==> src/rtl/ob_pkg.sv <==
// ob_pkg: default book widths, empty-side price sentinels and the order entry type
package ob_pkg;
  localparam int DEF_PRICE_W = 8;
  localparam int DEF_QTY_W = 8;
  localparam int DEF_DEPTH = 8;
  localparam logic [DEF_PRICE_W-1:0] BID_EMPTY = '0;
  localparam logic [DEF_PRICE_W-1:0] ASK_EMPTY = '1;
  typedef struct packed {
    logic                   valid;
    logic [DEF_PRICE_W-1:0] price;
    logic [DEF_QTY_W-1:0]   qty;
  } order_t;
endpackage

==> src/rtl/ob_side.sv <==
// ob_side: one side of the book, compacted in arrival order, with best search,
// fill/removal of the best entry and append after removal.
module ob_side import ob_pkg::*; #(
  parameter bit IS_BID = 1'b1,
  parameter int PRICE_W = DEF_PRICE_W,
  parameter int QTY_W = DEF_QTY_W,
  parameter int DEPTH = DEF_DEPTH,
  localparam int CW = $clog2(DEPTH + 1)
) (
  input  logic               clk,
  input  logic               reset,
  input  logic               ins_valid,
  input  logic [PRICE_W-1:0] ins_price,
  input  logic [QTY_W-1:0]   ins_qty,
  input  logic               fill_valid,
  input  logic [QTY_W-1:0]   fill_qty,
  output logic               found,
  output logic [PRICE_W-1:0] best_price,
  output logic [QTY_W-1:0]   best_qty,
  output logic [CW-1:0]      count
);
  typedef struct packed {
    logic               valid;
    logic [PRICE_W-1:0] price;
    logic [QTY_W-1:0]   qty;
  } entry_t;
  entry_t slot_q [DEPTH];
  entry_t slot_d [DEPTH];
  logic [CW-1:0] count_q, count_d, best_idx, ins_idx;
  logic [PRICE_W-1:0] scan_price;
  logic [QTY_W-1:0] left_qty;
  logic removed;
  // Strict compare keeps the oldest slot on equal prices.
  always_comb begin
    found = 1'b0;
    best_idx = '0;
    scan_price = '0;
    best_qty = '0;
    for (int i = 0; i < DEPTH; i++)
      if (slot_q[i].valid && (!found || (IS_BID ? slot_q[i].price > scan_price : slot_q[i].price < scan_price))) begin
        found = 1'b1;
        best_idx = CW'(i);
        scan_price = slot_q[i].price;
        best_qty = slot_q[i].qty;
      end
    best_price = found ? scan_price : {PRICE_W{~IS_BID}};
  end
  always_comb begin
    slot_d = slot_q;
    left_qty = best_qty - fill_qty;
    removed = fill_valid && left_qty == '0;
    for (int i = 0; i < DEPTH; i++)
      if (fill_valid && CW'(i) == best_idx) slot_d[i].qty = left_qty;
    for (int i = 0; i < DEPTH - 1; i++)
      if (removed && CW'(i) >= best_idx) slot_d[i] = slot_q[i + 1];
    if (removed) slot_d[DEPTH-1] = '0;
    ins_idx = count_q - CW'(removed);
    for (int i = 0; i < DEPTH; i++)
      if (ins_valid && CW'(i) == ins_idx) slot_d[i] = '{1'b1, ins_price, ins_qty};
    count_d = ins_idx + CW'(ins_valid);
  end
  always_ff @(posedge clk or posedge reset)
    if (reset) begin
      slot_q <= '{default: '0};
      count_q <= '0;
    end else begin
      slot_q <= slot_d;
      count_q <= count_d;
    end
  assign count = count_q;
endmodule

==> src/rtl/order_book_matcher.sv <==
// order_book_matcher: two bounded limit-order books with valid/ready entry and
// at most one best-bid/best-ask trade per cycle, midpoint priced, partial fills.
module order_book_matcher import ob_pkg::*; #(
  parameter int PRICE_W = DEF_PRICE_W,
  parameter int QTY_W = DEF_QTY_W,
  parameter int DEPTH = DEF_DEPTH,
  localparam int CW = $clog2(DEPTH + 1)
) (
  input  logic               clk,
  input  logic               reset,
  input  logic               buy_valid,
  output logic               buy_ready,
  input  logic [PRICE_W-1:0] buy_price,
  input  logic [QTY_W-1:0]   buy_qty,
  input  logic               sell_valid,
  output logic               sell_ready,
  input  logic [PRICE_W-1:0] sell_price,
  input  logic [QTY_W-1:0]   sell_qty,
  output logic               trade_valid,
  output logic [PRICE_W-1:0] trade_price,
  output logic [QTY_W-1:0]   trade_qty,
  output logic [PRICE_W-1:0] best_bid,
  output logic [PRICE_W-1:0] best_ask,
  output logic [CW-1:0]      bid_count,
  output logic [CW-1:0]      ask_count,
  output logic [15:0]        trade_count
);
  logic bid_found, ask_found, match, bid_ins, ask_ins;
  logic [QTY_W-1:0] bid_qty, ask_qty, fill;
  logic [PRICE_W:0] sum;
  logic trade_valid_q, trade_valid_d;
  logic [PRICE_W-1:0] trade_price_q, trade_price_d;
  logic [QTY_W-1:0] trade_qty_q, trade_qty_d;
  logic [15:0] trade_count_q, trade_count_d;
  assign buy_ready = bid_count < CW'(DEPTH);
  assign sell_ready = ask_count < CW'(DEPTH);
  // Zero-quantity orders complete the handshake but never enter the book.
  assign bid_ins = buy_valid && buy_ready && buy_qty != '0;
  assign ask_ins = sell_valid && sell_ready && sell_qty != '0;
  assign match = bid_found && ask_found && best_bid >= best_ask;
  assign fill = bid_qty < ask_qty ? bid_qty : ask_qty;
  assign sum = {1'b0, best_bid} + {1'b0, best_ask};
  ob_side #(.IS_BID(1'b1), .PRICE_W(PRICE_W), .QTY_W(QTY_W), .DEPTH(DEPTH)) u_bid (
    .clk(clk), .reset(reset), .ins_valid(bid_ins), .ins_price(buy_price), .ins_qty(buy_qty),
    .fill_valid(match), .fill_qty(fill), .found(bid_found), .best_price(best_bid),
    .best_qty(bid_qty), .count(bid_count)
  );
  ob_side #(.IS_BID(1'b0), .PRICE_W(PRICE_W), .QTY_W(QTY_W), .DEPTH(DEPTH)) u_ask (
    .clk(clk), .reset(reset), .ins_valid(ask_ins), .ins_price(sell_price), .ins_qty(sell_qty),
    .fill_valid(match), .fill_qty(fill), .found(ask_found), .best_price(best_ask),
    .best_qty(ask_qty), .count(ask_count)
  );
  always_comb begin
    trade_valid_d = match;
    trade_price_d = match ? PRICE_W'(sum >> 1) : trade_price_q;
    trade_qty_d = match ? fill : trade_qty_q;
    trade_count_d = match && trade_count_q != 16'hFFFF ? trade_count_q + 16'd1 : trade_count_q;
  end
  always_ff @(posedge clk or posedge reset)
    if (reset) begin
      trade_valid_q <= 1'b0;
      trade_price_q <= '0;
      trade_qty_q <= '0;
      trade_count_q <= '0;
    end else begin
      trade_valid_q <= trade_valid_d;
      trade_price_q <= trade_price_d;
      trade_qty_q <= trade_qty_d;
      trade_count_q <= trade_count_d;
    end
  assign trade_valid = trade_valid_q;
  assign trade_price = trade_price_q;
  assign trade_qty = trade_qty_q;
  assign trade_count = trade_count_q;
endmodule

==> config.mk <==
export PLATFORM = sky130hd
export DESIGN_NAME = order_book_matcher
export DESIGN_NICKNAME = d
export VERILOG_FILES = /design/src/rtl/ob_pkg.sv /design/src/rtl/ob_side.sv /design/src/rtl/order_book_matcher.sv
export SDC_FILE = /design/constraint.sdc
export NUM_CORES = 1
export LEC_CHECK = 0
export CAP_MARGIN = 15
export CORE_MARGIN = 4
export CORE_UTILIZATION = 40
export DETAILED_ROUTE_END_ITERATION = 16
export GPL_TIMING_DRIVEN = 0
export PLACE_DENSITY = 0.56
export RECOVER_POWER = 100
export SYNTH_ARGS = -nofsm -noshare
export SYNTH_HDL_FRONTEND = slang
export SYNTH_SLANG_ARGS = --single-unit
==> constraint.sdc <==
create_clock -name clk -period 22.5 [get_ports clk]
set_input_delay 4.5 -clock clk [delete_from_list [all_inputs] [get_ports clk]]
set_output_delay 4.5 -clock clk [all_outputs]
set_load 0.005 [all_outputs]
==> results of run 1 <==
## stage by stage
step / instances / hold slack, ns / area [um2] / worst slack [ns]
global route: 3613 / 0.511 / 26100 / -0.0529
detailed placement: 3524 / 0.475 / 24100 / -5.86
floorplan: 2710 / 0.465 / 22500 / 1.65
CTS: 3593 / 0.487 / 25800 / 0.00636
global placement: 3521 / 0.473 / 24100 / -5.96
finish: 3613 / 0.477 / 26100 / 1.23
## worst max-delay path, delay by kind of cell, from the launching register on
| kind | cells | cell delay [ns] |
|---|---|---|
| flops | 1 | 0.41 |
| compound gates | 42 | 8.84 |
| mux | 2 | 0.54 |
| buf+inv | 24 | 4.92 |
| simple gates | 20 | 3.37 |
| fa+ha+maj | 11 | 3.04 |
## worst paths after layout
kind,from,endpoint,cells past startpoint
setup / recovery,u_bid.slot_q[135]$_DFFE_PP0P_,u_ask.slot_q[8]$_DFFE_PP0P_,99
hold / removal,trade_price[2]$_DFFE_PP0P_,trade_price[2]$_DFFE_PP0P_,2
setup reg to reg,u_bid.slot_q[135]$_DFFE_PP0P_,u_ask.slot_q[8]$_DFFE_PP0P_,99
hold reg to reg,trade_price[2]$_DFFE_PP0P_,trade_price[2]$_DFFE_PP0P_,2
max in group asynchronous,reset,u_ask.slot_q[123]$_DFFE_PP0P_,3
min in group asynchronous,reset,u_bid.count[3]$_DFF_PP0_,2
## layout make-up
class	count	area [um2]
Timing Repair Buffer	98	896
Sequential cell	313	7830
Tap cell	748	936
Fill cell	5387	29300
Buffer	154	776
Clock inverter	12	143
Clock buffer	55	1130
Inverter	111	420
Multi-Input combinational cell	2122	14000
## flip-flops by register name, indices dropped and copies added, names as in the netlist
register	flops
trade_count	16
trade_price	8
trade_qty	8
trade_valid	1
u_ask.count	4
u_ask.slot_q	136
u_bid.count	4
u_bid.slot_q	136
## cell families after synthesis
| group | after synthesis | synth area share (%) |
|---|---|---|
| fa+ha+maj | 152 | 8.52 |
| simple gates | 900 | 18.0 |
| mux | 208 | 9.47 |
| compound gates | 825 | 23.0 |
| xor+xnor | 37 | 1.44 |
| buf+inv | 275 | 4.86 |
| flops | 313 | 34.8 |
## cell usage after synthesis (21+ instances only)
| cell | n | area, um2 |
|---|---|---|
| a211oi_1 | 27 | 203 |
| a21o_1 | 36 | 270 |
| a21oi_1 | 233 | 1170 |
| a31oi_1 | 52 | 325 |
| and3_1 | 22 | 138 |
| buf_1 | 33 | 124 |
| clkbuf_1 | 104 | 390 |
| dfrtp_1 | 313 | 7830 |
| ha_1 | 150 | 1880 |
| inv_1 | 108 | 405 |
| mux2_2 | 37 | 417 |
| mux2i_1 | 169 | 1690 |
| nand2_1 | 383 | 1440 |
| nand3_1 | 42 | 210 |
| nand4_1 | 23 | 144 |
| nor2_1 | 289 | 1080 |
| nor2b_1 | 21 | 131 |
| nor3_1 | 30 | 150 |
| o21ai_0 | 240 | 1200 |
| o21ai_1 | 25 | 125 |
| o31ai_1 | 25 | 188 |
| xnor2_1 | 24 | 210 |
## routing by layer
metal  vias up  track usage [%]  part of all wire (%)  wire length (um)
met2       694             38.2                    45             33600
met1     10300             35.0                    47             34900
met5         -                0                     0                 0
met3        89             3.82                   6.1              4530
li1       9977                -                     -                 -
met4         0             5.49                   1.8              1360
## what timing repair did
| action | 4_1_cts | 5_1_grt |
|---|---|---|
| resized for setup | 113 | 97 |
| pin swaps | 5 | 13 |
| setup endpoints to repair | 297 | 295 |
| buffers inserted | 6 | 25 |
==> out/results.ini, run 1 <==
[run_status]
status = finished with violations
violations = capacitance limit, slew limit

[layout]
final_cell_mix = nand2_1, dfrtp_1, nor2_1, o21ai_0, a21oi_1
utilization_pct = 47.2
area_delta_synth_final_pct = 16.2
diodes = 0
drive_gt1_share_pct = 12.1
layout_commonest_cell = nand2_1
fin_nets = 3028

[worst_setup_path]
arrival_ns = 21.74
max_stage_delay_ns = 0.52
end_kind = flip-flop
slowest_stage = or4_1
worst-r2r-setup-slack_ns = 1.23
critical_path_class = flip-flop to flip-flop
cp_common_cell = ha_1
start_kind = flip-flop
worstPathRequired_ns = 22.97
critPathMaxFanout = 13

[sta]
period_minus_slack_ns = 21.27
clock_skew_ns = 0.0317
clock.fmax_mhz = 47.0
tns_ns = 0
hold_violations = 0
tightest_slew_ns = 6.54
relSlewSlack_pct = -336
setup_viol = 0
period_share_pct = 94.5
slew_violations = 318

[yosys]
synthCells = 2710
ys_seq_elements = 313
ys_warn_count = 0
postSynthAreaPerCell_um2 = 8.31
synth_edf_count = 0
syn_nets = 2898
async_flop_share_pct = 100
synthesis.area_mm2 = 0.0225
yosysSeqAreaShare_pct = 34.8
ys_types = 103
ys.flop_type = dfrtp_1

[clock_tree]
cts_max_path_buffers = 3
clk_latency_ns = 0.58
cts.clk_slew.worst_paths_ns = 0.06
cts_tree = built
root_buffer = clkbuf_16
numCtsBuffers = 40
cts_sinks = 313
cts.hold.buffers_added = 0
cts_max_level = 2

[placement]
gp_congestion = 0.927
portBuffers = 63
dpl.hpwl_um = 57800

[worst_hold_path]
hp-class = flip-flop to flip-flop

[die]
die_y_um = 245
row_count = 86
die_area_mm2 = 0.0601
die_w_um = 245
core-area_mm2 = 0.0554
io_pins = 95
initial_core_util_pct = 40.6

[detailed_routing]
dr.pass1.iters = 6
drt-initial-drc-count = 1736
drc = 0
via_per_inst = 5.84
wl_per_cell_um = 20.6
routed_wirelength_um = 74400
postRouteAntennaNets = 0
via_count = 21100

[flow_run]
drv_cap = 3

[global_routing]
grt_pass1_wl_um = 117000
grt_max_degree = 120
antenna_found_initial = 0
grt_pass1_vias = 20600
overflow = 0
groute.usage.overall_pct = 24.2

Power of run 1 is not shown: default switching activity piles up to over one toggle a cycle in this logic, so the estimate is an artifact.
==> inputs of run 2 (changes only) <==
SLEW_MARGIN = 20   (was not set)
==> run 2 against run 1 <==
Net effect:
- register-to-register slack worse by 0.17 ns
- sequential cell count stayed put
- first-iteration DRC count is 0.40% higher
- wire length is 0.38% higher
- cell area is 0.65% higher
- sequential share of layout area is 0.19 points lower
- non-clock buffer count is 8 higher
- the run still ends with capacitance limit, slew limit left
- critical path type unchanged
- final cell count is 0.39% higher
- die area stayed put
==> out/results.ini, run 2 (same netlist as run 1, synthesis figures left out) <==
[die]
initial_core_util_pct = 40.6
io_pins = 95
die_area_mm2 = 0.0601
row_count = 86
die_w_um = 245
core-area_mm2 = 0.0554
die_y_um = 245

[sta]
setup_viol = 0
layout_setup_ws_ns = 1.06
tns_ns = 0
relSlewSlack_pct = -235
clock.fmax_mhz = 46.6
rsz0062_at_grt = true
slew_violations = 303
tightest_slew_ns = 5.02
period_minus_slack_ns = 21.44
clock_skew_ns = 0.0564
period_share_pct = 95.3
hold_violations = 0

[layout]
area_delta_synth_final_pct = 16.9
fin_nets = 3037
layout_commonest_cell = nand2_1
drive_gt1_share_pct = 12.3
fin_cells = 3627
final_cell_mix = nand2_1, dfrtp_1, nor2_1, o21ai_0, a21oi_1
diodes = 0

[clock_tree]
cts.clk_slew.worst_paths_ns = 0.06
cts_max_level = 2
cts_sinks = 313
cts_max_path_buffers = 3
numCtsBuffers = 41
clk_latency_ns = 0.60
cts_tree = built
root_buffer = clkbuf_16

[global_routing]
overflow = 0
groute.usage.overall_pct = 24.3
antenna_found_initial = 1
grt_pass1_vias = 20700
grt_pass1_wl_um = 118000
grt_max_degree = 89

[worst_setup_path]
start_kind = flip-flop
rr_startpoint = u_bid.slot_q[135]$_DFFE_PP0P_
worstPathRequired_ns = 22.99
end_kind = flip-flop
worst-r2r-setup-slack_ns = 1.06
slowest_stage = or4_1
max_stage_delay_ns = 0.52
critical_path_class = flip-flop to flip-flop
ff2ff_path_depth = 100
critPathBufInv = 25
critPathMaxFanout = 13
cp_num_cells = 100
arrival_ns = 21.92
r2r-end = u_bid.slot_q[58]$_DFFE_PP0P_
critical_path.top_delay_family = compound AO/OA/AOI/OAI gates

[detailed_routing]
via_per_inst = 5.81
postRouteAntennaNets = 0
wl_per_cell_um = 20.6
drt-initial-drc-count = 1743
routed_wirelength_um = 74700
dr.pass1.iters = 6
via_count = 21100
drc = 0

[placement]
pre_cts_ws_ns = -5.69
dp.cells = 3526
portBuffers = 63
dpl.hpwl_um = 58300
gp_congestion = 0.927

[worst_hold_path]
whs_path_depth = 2
min_from = trade_price[1]$_DFFE_PP0P_
min_to = trade_price[1]$_DFFE_PP0P_
hp-class = flip-flop to flip-flop

[run_status]
status = finished with violations
violations = capacitance limit, slew limit

[flow_run]
drv_cap = 5

## run 2: timing repair
action,in CTS,in global routing
pin swaps,5,18
gates resized for setup,113,112
setup buffers,7,31
hold buffers,0,0
setup endpoints to repair,297,295
## run 2: cell type report
cell class	instances	area (um2)
Fill cell	5376	29100
Multi-Input combinational cell	2122	14000
Sequential cell	313	7830
Clock buffer	62	1230
Timing Repair Buffer	106	951
Tap cell	748	936
Buffer	154	796
Inverter	111	420
Clock inverter	11	134
## run 2: per-stage QoR
step,hold WS [ns],cell area (um2),util (%)
after floorplan,0.465,22500,-
after CTS,0.487,25900,46.8
after global routing,0.510,26300,47.5
after global placement,0.473,24100,43.4
after detailed placement,0.475,24200,43.7
final,0.476,26300,47.5
## run 2: worst max-delay path by stage
stage                                   from                             to  slack, ns
6_report       u_bid.slot_q[135]$_DFFE_PP0P_   u_bid.slot_q[58]$_DFFE_PP0P_       1.06
5_1_grt        u_bid.slot_q[135]$_DFFE_PP0P_   u_ask.slot_q[34]$_DFFE_PP0P_      -0.11
4_1_cts        u_bid.slot_q[135]$_DFFE_PP0P_   u_bid.slot_q[58]$_DFFE_PP0P_       0.01
3_5_place_dp   u_bid.slot_q[135]$_DFFE_PP0P_  u_ask.slot_q[117]$_DFFE_PP0P_      -5.69
3_3_place_gp   u_bid.slot_q[135]$_DFFE_PP0P_  u_bid.slot_q[110]$_DFFE_PP0P_      -5.96
2_1_floorplan  u_bid.slot_q[135]$_DFFE_PP0P_  u_ask.slot_q[110]$_DFFE_PP0P_       1.65
## run 2: per-layer routing
layer	global-route usage (%)	vias up	share of wire, %
li1	-	9981	-
met2	37.7	642	45
met5	0	-	0
met4	6.46	0	2.4
met1	35.4	10300	47
met3	3.86	128	5.8
## run 2: worst register-to-register path, delay by kind of cell (launching register included)
| family | cells | cell delay [ns] |
|---|---|---|
| compound gates | 38 | 7.73 |
| xor+xnor | 1 | 0.26 |
| buf+inv | 25 | 5.54 |
| simple gates | 23 | 3.55 |
| fa+ha+maj | 10 | 3.01 |
| flops | 1 | 0.40 |
| mux | 3 | 0.82 |
Power of run 2 is left out for the same reason.
